$ cat config.mk
export PLATFORM = sky130hd
export DESIGN_NAME = weighted_sampler
export DESIGN_NICKNAME = d
export VERILOG_FILES = /design/src/rtl/sampler_pkg.sv /design/src/rtl/sampler_weight_table.sv /design/src/rtl/weighted_sampler.sv
export SDC_FILE = /design/constraint.sdc
export NUM_CORES = 1
export LEC_CHECK = 0
export BUFFER_PORTS_ARGS = -buffer_cell sky130_fd_sc_hd__clkbuf_2
export CORE_MARGIN = 8
export CORE_UTILIZATION = 45
export DETAILED_ROUTE_END_ITERATION = 10
export GPL_ROUTABILITY_DRIVEN = 0
export SETUP_SLACK_MARGIN = 0.02
export SLEW_MARGIN = 20
export SYNTH_ARGS = -nofsm -noshare
export SYNTH_HDL_FRONTEND = slang
export SYNTH_HIERARCHICAL = 1
export SYNTH_SLANG_ARGS = --single-unit
$ cat constraint.sdc
create_clock -name clk -period 5.4 [get_ports clk]
set_clock_uncertainty 0.15 [all_clocks]
set_input_delay 0.27 -clock clk [delete_from_list [all_inputs] [get_ports clk]]
set_output_delay 0.27 -clock clk [all_outputs]
set_load 0.02 [all_outputs]
$ cat src/rtl/sampler_pkg.sv
// Shared types and helpers for the weighted sampler.
// Holds the FSM state encoding, the sum width and the index-width function.
package sampler_pkg;

   localparam int SUM_W = 12;

   typedef enum logic [1:0] {
      IDLE    = 2'd0,
      CAPTURE = 2'd1,
      SCAN    = 2'd2
   } state_e;

   function automatic int idx_w(input int n);
      return (n <= 2) ? 1 : $clog2(n);
   endfunction

endpackage

$ cat src/rtl/sampler_weight_table.sv
// Per-state weight registers with an incrementally maintained total.
// SAMPLER_UNIFORM_INIT_EN: reset every weight to 1 instead of 0.
module sampler_weight_table
   import sampler_pkg::*;
#(
   parameter int  NUM_STATES = 4,
   parameter int  WEIGHT_W   = 8,
   localparam int IDX_W      = idx_w(NUM_STATES)
) (
   input  logic                                clk_i,
   input  logic                                rst_i,
   input  logic                                wr_en_i,
   input  logic [IDX_W-1:0]                    wr_addr_i,
   input  logic [WEIGHT_W-1:0]                 wr_data_i,
   output logic [NUM_STATES-1:0][WEIGHT_W-1:0] w_o,
   output logic [SUM_W-1:0]                    sum_o
);

   logic [NUM_STATES-1:0][WEIGHT_W-1:0] w_q, w_d;
   logic [SUM_W-1:0]                    sum_q, sum_d;
   logic                                addr_ok;

   assign addr_ok = (wr_addr_i <= IDX_W'(NUM_STATES - 1));

   // Swap the old weight out of the total and the new one in.
   always_comb begin
      w_d   = w_q;
      sum_d = sum_q;
      if (wr_en_i && addr_ok) begin
         w_d[wr_addr_i] = wr_data_i;
         sum_d = sum_q - SUM_W'(w_q[wr_addr_i]) + SUM_W'(wr_data_i);
      end
   end

   always_ff @(posedge clk_i or posedge rst_i) begin
      if (rst_i) begin
`ifdef SAMPLER_UNIFORM_INIT_EN
         w_q   <= {NUM_STATES{WEIGHT_W'(1)}};
         sum_q <= SUM_W'(NUM_STATES);
`else
         w_q   <= '0;
         sum_q <= '0;
`endif
      end else begin
         w_q   <= w_d;
         sum_q <= sum_d;
      end
   end

   assign w_o   = w_q;
   assign sum_o = sum_q;

endmodule

$ cat src/rtl/weighted_sampler.sv
// Weighted random state selector: cumulative-weight scan against a latched r.
// SAMPLER_UNIFORM_INIT_EN: weights reset to 1 (sum = NUM_STATES).
module weighted_sampler
   import sampler_pkg::*;
#(
   parameter int  NUM_STATES = 4,
   parameter int  WEIGHT_W   = 8,
   localparam int IDX_W      = idx_w(NUM_STATES)
) (
   input  logic                clk,
   input  logic                reset,
   input  logic                w_wr_en,
   input  logic [IDX_W-1:0]    w_wr_addr,
   input  logic [WEIGHT_W-1:0] w_wr_data,
   input  logic                start,
   input  logic [SUM_W-1:0]    rand_in,
   output logic [SUM_W-1:0]    sum,
   output logic                busy,
   output logic                sel_valid,
   output logic [IDX_W-1:0]    sel_idx,
   output logic                err
);

   if (NUM_STATES < 2 || NUM_STATES > 16) begin : g_bad_states
      $error("weighted_sampler: NUM_STATES must be 2..16");
   end

   if (NUM_STATES * ((1 << WEIGHT_W) - 1) > 4095) begin : g_bad_width
      $error("weighted_sampler: total weight can exceed 12 bits");
   end

   state_e state_q, state_d;

   logic [SUM_W-1:0] r_q, r_d;
   logic [SUM_W-1:0] cum_q, cum_d;
   logic [SUM_W-1:0] cum_nxt;
   logic [IDX_W-1:0] idx_q, idx_d;
   logic [IDX_W-1:0] sel_idx_q, sel_idx_d;
   logic             sel_valid_q, sel_valid_d;
   logic             err_q, err_d;
   logic [IDX_W-1:0] last_nz;
   logic             wr_ok;

   logic [NUM_STATES-1:0][WEIGHT_W-1:0] w;

   assign wr_ok = w_wr_en && (state_q == IDLE);

   sampler_weight_table #(
      .NUM_STATES(NUM_STATES),
      .WEIGHT_W  (WEIGHT_W)
   ) u_table (
      .clk_i    (clk),
      .rst_i    (reset),
      .wr_en_i  (wr_ok),
      .wr_addr_i(w_wr_addr),
      .wr_data_i(w_wr_data),
      .w_o      (w),
      .sum_o    (sum)
   );

   // Fallback target when r == sum: the highest index that can be drawn.
   always_comb begin
      last_nz = '0;
      for (int i = 0; i < NUM_STATES; i++) begin
         if (w[i] != '0) begin
            last_nz = IDX_W'(i);
         end
      end
   end

   assign cum_nxt = cum_q + SUM_W'(w[idx_q]);

   always_comb begin
      state_d     = state_q;
      r_d         = r_q;
      cum_d       = cum_q;
      idx_d       = idx_q;
      sel_idx_d   = sel_idx_q;
      sel_valid_d = 1'b0;
      err_d       = 1'b0;
      unique case (state_q)
         IDLE: begin
            if (start) begin
               state_d = CAPTURE;
            end
         end
         CAPTURE: begin
            r_d   = rand_in;
            cum_d = '0;
            idx_d = '0;
            if (sum != '0) begin
               state_d = SCAN;
            end else begin
               state_d     = IDLE;
               err_d       = 1'b1;
               sel_valid_d = 1'b1;
               sel_idx_d   = '0;
            end
         end
         SCAN: begin
            cum_d = cum_nxt;
            idx_d = idx_q + 1'b1;
            if (cum_nxt > r_q) begin
               state_d     = IDLE;
               sel_valid_d = 1'b1;
               sel_idx_d   = idx_q;
            end else if (idx_q == IDX_W'(NUM_STATES - 1)) begin
               state_d     = IDLE;
               sel_valid_d = 1'b1;
               sel_idx_d   = last_nz;
            end
         end
         default: begin
            state_d = IDLE;
         end
      endcase
   end

   always_ff @(posedge clk or posedge reset) begin
      if (reset) begin
         state_q     <= IDLE;
         r_q         <= '0;
         cum_q       <= '0;
         idx_q       <= '0;
         sel_idx_q   <= '0;
         sel_valid_q <= 1'b0;
         err_q       <= 1'b0;
      end else begin
         state_q     <= state_d;
         r_q         <= r_d;
         cum_q       <= cum_d;
         idx_q       <= idx_d;
         sel_idx_q   <= sel_idx_d;
         sel_valid_q <= sel_valid_d;
         err_q       <= err_d;
      end
   end

   assign busy      = (state_q != IDLE);
   assign sel_valid = sel_valid_q;
   assign sel_idx   = sel_idx_q;
   assign err       = err_q;

endmodule

# == Word-level counts from Yosys, hierarchy flattened ==
# Cells that the tools add are included.
# op_classes
n_addsub,4
n_lt_le_gt_ge,5
n_eq_ne,6
mux,26
n_reduce_logical,12
# op_table
operator,count
binary-select mux 8 bit (select 2 bit),2
bitwise mux 32 bit,1
adder 12 x 8 -> 12 bit,2
2-to-1 mux 8 bit,3
case mux 12 bit (2 select lines),1
nonzero test 8 bit,3
2-to-1 mux 2 bit,9
demux 8 bit (select 2 bit),1
greater-than comparator 12 bit,1
nonzero test 12 bit,1
subtractor 12 x 8 -> 12 bit,1
case mux 2 bit (2 select lines),2
less-than comparator 2 x 3 -> 1 bit (second input constant),2
case mux 2 bit (3 select lines),1
2-to-1 mux 1 bit,5
== test 2 bit (second input constant),2
!= test 2 bit (second input constant),2
nonzero test 2 bit,2
logical AND 1 bit,3
!= test 3 bit (second input constant),1
AND reduction 3 bit,1
adder 2 x 1 -> 2 bit (second input constant),1
== test 2 x 1 -> 1 bit (second input constant),1
>= comparator 2 x 1 -> 1 bit (second input constant),1
4 further kinds,4
# totals
ff_bits,76
in_bits,26
output_inout_bits,17
wordCells,65

# == Longest topological paths before layout ==
# depth
ltp_word,7
depth_mapped,16
depth_no_buf,15

# == By module ==
# The synthesis kept the hierarchy.
# by_module_without_submodules
module,n_inst,cells_per_inst,area_per_inst_um2,seq_area_each_um2
sampler_weight_table,1,253,2616.3,1101.1
weighted_sampler,1,243,2392.3,800.8

# == Least setup slack after synthesis ==
# Ideal clock, no wire load.
# synth_path
path_kind,reg-to-reg
start,register idx_q[0]
end,register sel_idx_q[0] (netlist: sel_idx[0])
setup_ns,0.095
arrival_time_ns,3.681
required_ns,5.155
setup_slack_ns,1.473
path_stages_with_launch,17
path_buffers,1
synth_period_minus_slack_ns,3.927
cell_sequence,dfrtp_1 -> buf_6 -> mux4_2 -> ha_1 -> fa_1 -> a21oi_1 -> o2111ai_1 -> nand2_1 -> nor2_1 -> xor2_1 -> ha_1 -> a21oi_1 -> nand2_1 -> a221o_1 -> o22a_4 -> mux2i_1 -> o31ai_1
# synth_between
elab_chain_cells,6
elab_cells_between_ends,9
classes_between,add/sub (1); order compare (1); eq/ne (2); mux (4); reduce/logical (1)
# synth_rtl
item,line,text
"start, declared",weighted_sampler.sv:37,"logic [IDX_W-1:0] idx_q, idx_d;"
"start signal, assigned",weighted_sampler.sv:132,idx_q <= idx_d;
binary-select mux 8 bit (select 2 bit),weighted_sampler.sv:71,assign cum_nxt = cum_q + SUM_W'(w[idx_q]);
2-to-1 mux 8 bit (not written as such),weighted_sampler.sv:71,
adder 12 x 8 -> 12 bit,weighted_sampler.sv:71,
greater-than comparator 12 bit,weighted_sampler.sv:103,if (cum_nxt > r_q) begin
!= test 3 bit (no line) / 2-to-1 mux 2 bit (equally long branches),n/a,
AND reduction 3 bit (no line) / case mux 2 bit (2 select lines) (equally long branches),n/a,
"end signal, assigned",weighted_sampler.sv:133,sel_idx_q <= sel_idx_d;
"end, declared",weighted_sampler.sv:38,"logic [IDX_W-1:0] sel_idx_q, sel_idx_d;"
# Parallel ways exist; a longest one is shown, timed or not. The select of a mux whose other input is x is not followed.
# A chain may end at the register's enable or synchronous reset.

# == Worst setup path after layout ==
# Ends and elaborated chain as after synthesis.

==> summary by stage <==
Finish
The number of antenna diodes in the final layout is 0. After the last flow step, the layout net total stands at 625. The relative area change from synthesis to final layout is 13.5%. The final non-filler cell area is 5690 um^2.

Cells with a size suffix above 1 make up 19.7% of the layout.

Clock network
Counting along the longest clock path gives a buffer depth of 2. The post-cts sizing count is 0. The root buffer selected by CTS is clkbuf_8. The number of clock buffers added by TritonCTS is 9.

The number of levels in the clock H-tree is 3. The clock network latency to the later pin of the worst-skew pair is 360 ps. After clock tree synthesis, the clock-pin slew on the worst setup and hold paths is 80 ps.

The number of clock sinks is 76. TritonCTS built the clock tree.

Yosys
For this run, the register share of the synthesized area comes to 38.0%. Synthesis produced a netlist with a net count of 567. Yosys mapped a number of flops with a built-in enable equal to 0. The combined area of all synthesized cells is 5010 um^2. The number of synthesized register bits is 76. The gate count of the mapped netlist is 496. The async set-reset flop share out of synthesis is 100%. A synthesized cell averages 10.1 um^2.

The number of distinct library cells after synthesis is 63. During synthesis, Yosys emitted a total of 6 warnings. Among all flip-flop cells after synthesis, the most frequent one is dfrtp_1.

Run
The number of maximum-capacitance constraint violations is 0.

Die
The starting density of the core is 46.2%. The area inside the core boundary is 10800 um^2. The die outline area is 14800 um^2.

The height of the chip is 122 um. The die is 122 um wide. In this run the count of I/O pins placed on the die edge is 43. The row count is 38.

Critical path
The endpoint type of the worst setup path is a flop. The minimum setup slack among reg-to-reg paths is 960 ps. The largest single stage delay on the critical path is 620 ps. The worst setup path is of the flop to flop kind. The worst setup path is launched from a flop. The signal on the critical path passes through mux4_2 -> ha_1 -> fa_1 -> a21oi_1 -> o2111ai_1 -> nand2_1 -> nor2_1 -> xor2_1 -> ha_1 -> a21oi_1 -> nand2_1 -> a221o_1 -> o22a_4 -> mux2i_1 -> o31ai_1.

The slowest stage of the critical path is the dfrtp_1 cell. The biggest fanout along the worst timing path is 8. For the worst flop-to-flop path, the logic depth is 15. The required time reported for the critical path endpoint is 5520 ps. For the worst setup path, the data arrival time is 4560 ps.

Routing
In the routed layout, each cell is associated on average with a via count of 5.57. The routed layout has 3891 vias. The total wire length after detailed routing is 11700 um. Once detail routing completed, the nets flagged for antenna violations numbered 0. The number of detailed-routing iterations run before antenna repair is 4. For this run, design rule violations remaining after detail routing come to 0. Dividing the detail-routed wire length by the instance count gives 16.8 um. The number of DRC violations after detailed-routing iteration 0 is 180.

STA
Dividing the final minimum period by the clock period gives 82.3%. The timing-limited maximum frequency is 225 MHz. The minimum period implied by the final worst setup slack is 4440 ps.

The hold violation count in the final report is 0. In the final timing run, aggregate negative setup slack is 0 ps. The number of pins with negative max-slew slack in the final report was 0.

The transition time at the pin with the least slew margin is 811 ps. Setup repair after global routing left no endpoint under its margin. Measured against its own limit, the worst slew margin works out to 45.9%. The total setup violations reported at the end of the flow is 0.

Global route
Global routing consumed, on the met1 layer, 23.1% of the routing resources. The first global-routing pass estimated 19900 um of wire. The global route total overflow is 0. The initial antenna violation count is 0. For met2 alone, demand over resource in global routing was 26.4%. The global routing usage on met3 is 4.33%. Global routing used 17.1% of the available tracks across all layers. Entering global routing, the biggest net connects 45 pins. The most crowded layer after global routing is met2.

The via count of the first global-routing pass is 3999.

Status
The run finished with clean final reports.

Place
The instance area after placement is 5350 um^2. The total half-perimeter wirelength after legalization and detailed placement is 8770 um. The count of buffers added on input and output ports is 42.

Min path
The path class of the tightest hold or removal check is input pin to flop. The worst hold path was traced through 2 stages.

Pwr
The ratio of total power to cell area is 715 nW/um^2. In this run the static leakage power is 2.65 nW. The maximum VDD drop is 0.288 mV.
[logic make-up after synthesis]
family	synth area share [%]
AND/OR/NAND/NOR	12.6
AO/OA/AOI/OAI	16.6
flip-flops	38.0
buffers and inverters	6.07
adder cells (fa/ha/maj)	12.6
multiplexers	11.5
XOR/XNOR	2.62
[routing by layer]
layer	share of wire [%]	wire length, um	up-vias
li1	-	-	1892
met1	47	5520	1910
met2	47	5500	75
met3	4.6	544	14
met4	1.6	186	0
met5	0	0	-
[metrics by stage]
step | power [W] | setup WS, ps | hold slack [ps] | util [%] | cells
after floorplan | 0.00302 | 1470 | 236 | - | 496
after global placement | 0.00356 | 1090 | 237 | 49.3 | 668
after detailed placement | 0.00363 | 999 | 246 | 49.3 | 668
after CTS | 0.00408 | 951 | 0.132 | 52.5 | 699
after global routing | 0.00446 | 606 | 1.78 | 52.5 | 699
final | 0.00406 | 956 | 8.41 | 52.5 | 699
[power breakdown]
group	switching (W)	total [W]	internal [W]	leakage, nW
clock network	0.000224	0.000427	0.000202	0.0982
logic	0.00150	0.00258	0.00108	1.60
registers	0.000237	0.00106	0.000821	0.957
[sequential cells by signal, indices dropped and copies added (netlist names)]
| name | count |
|---|---|
| cum_q | 12 |
| err | 1 |
| idx_q | 2 |
| r_q | 12 |
| sel_idx | 2 |
| sel_valid | 1 |
| state_q | 2 |
| u_table/sum_o | 12 |
| u_table/w_o | 32 |
[path summary, 6_finish.rpt]
kind,from,endpoint
max,idx_q[0]$_DFFE_PP0N_,sel_idx[0]$_DFFE_PP0P_
max reg2reg,idx_q[0]$_DFFE_PP0N_,sel_idx[0]$_DFFE_PP0P_
min in group asynchronous,reset,cum_q[0]$_DFFE_PP0N_
max in group asynchronous,reset,u_table/w_o[7]$_DFFE_PP0P_
min,w_wr_data[3],u_table/w_o[3]$_DFFE_PP0P_
min reg2reg,cum_q[0]$_DFFE_PP0N_,cum_q[0]$_DFFE_PP0N_
[what timing repair did]
action | 4_1_cts | 5_1_grt
endpoints found under the hold margin | 90 | 0
buffers inserted | 0 | 0
hold buffers | 15 | 0
[cells in the final DEF, fill, tap and decap left out, types with 3 or more instances in the layout]
cell / instances
a21o_1: 4
a21oi_1: 22
a22o_1: 5
buf_4: 4
clkbuf_2: 42
clkbuf_8: 12
clkinv_2: 3
dfrtp_1: 76
dlygate4sd3_1: 15
fa_1: 9
ha_1: 36
inv_1: 57
inv_2: 3
mux2_2: 12
mux2i_1: 8
mux4_2: 16
nand2_1: 61
nand3_1: 13
nand4_1: 5
nor2_1: 12
nor2b_1: 4
nor3_1: 7
nor4_1: 8
o211ai_1: 6
o21ai_0: 42
o21ai_1: 5
o2bb2ai_1: 5
o31ai_1: 4
or4_1: 4
xnor2_1: 8
xor2_1: 7
[area by class of cell]
cell class,instances,area [um^2]
clock buffers,12,165
clock inverters,4,22.5
fillers,1011,5150
inverters,61,229
multi-input cells,345,2800
flip-flops and latches,76,1900
well taps,140,175
repair buffers,61,390
[cell usage after synthesis, types with 3 or more instances]
cell / instances / area share [%]
fa_1: 9 / 3.6
o31ai_1: 4 / 0.60
mux2i_1: 8 / 1.6
a21oi_1: 22 / 2.2
ha_1: 36 / 9.0
clkbuf_1: 8 / 0.60
nor2b_1: 4 / 0.50
o21ai_1: 5 / 0.50
nand2_1: 61 / 4.6
nor4_1: 8 / 1.0
buf_2: 3 / 0.30
nor3_1: 7 / 0.70
o21ai_0: 42 / 4.2
o211ai_1: 6 / 0.90
mux4_2: 16 / 7.2
dfrtp_1: 76 / 38
nand3_1: 13 / 1.3
xor2_1: 7 / 1.2
nor2_1: 12 / 0.90
inv_2: 3 / 0.22
or4_1: 4 / 0.60
nand4_1: 5 / 0.62
a21o_1: 4 / 0.60
a22o_1: 5 / 0.87
inv_1: 58 / 4.3
o2bb2ai_1: 5 / 0.87
xnor2_1: 8 / 1.4
mux2_2: 12 / 2.7
[worst max-delay path, delay by kind of cell (launching register included)]
| family | cells | cell delay, ps |
|---|---|---|
| fa+ha+maj | 3 | 950 |
| mux | 2 | 700 |
| compound gates | 6 | 1460 |
| flops | 1 | 620 |
| xor+xnor | 1 | 150 |
| simple gates | 3 | 330 |
(Power assumes the default switching activity.)
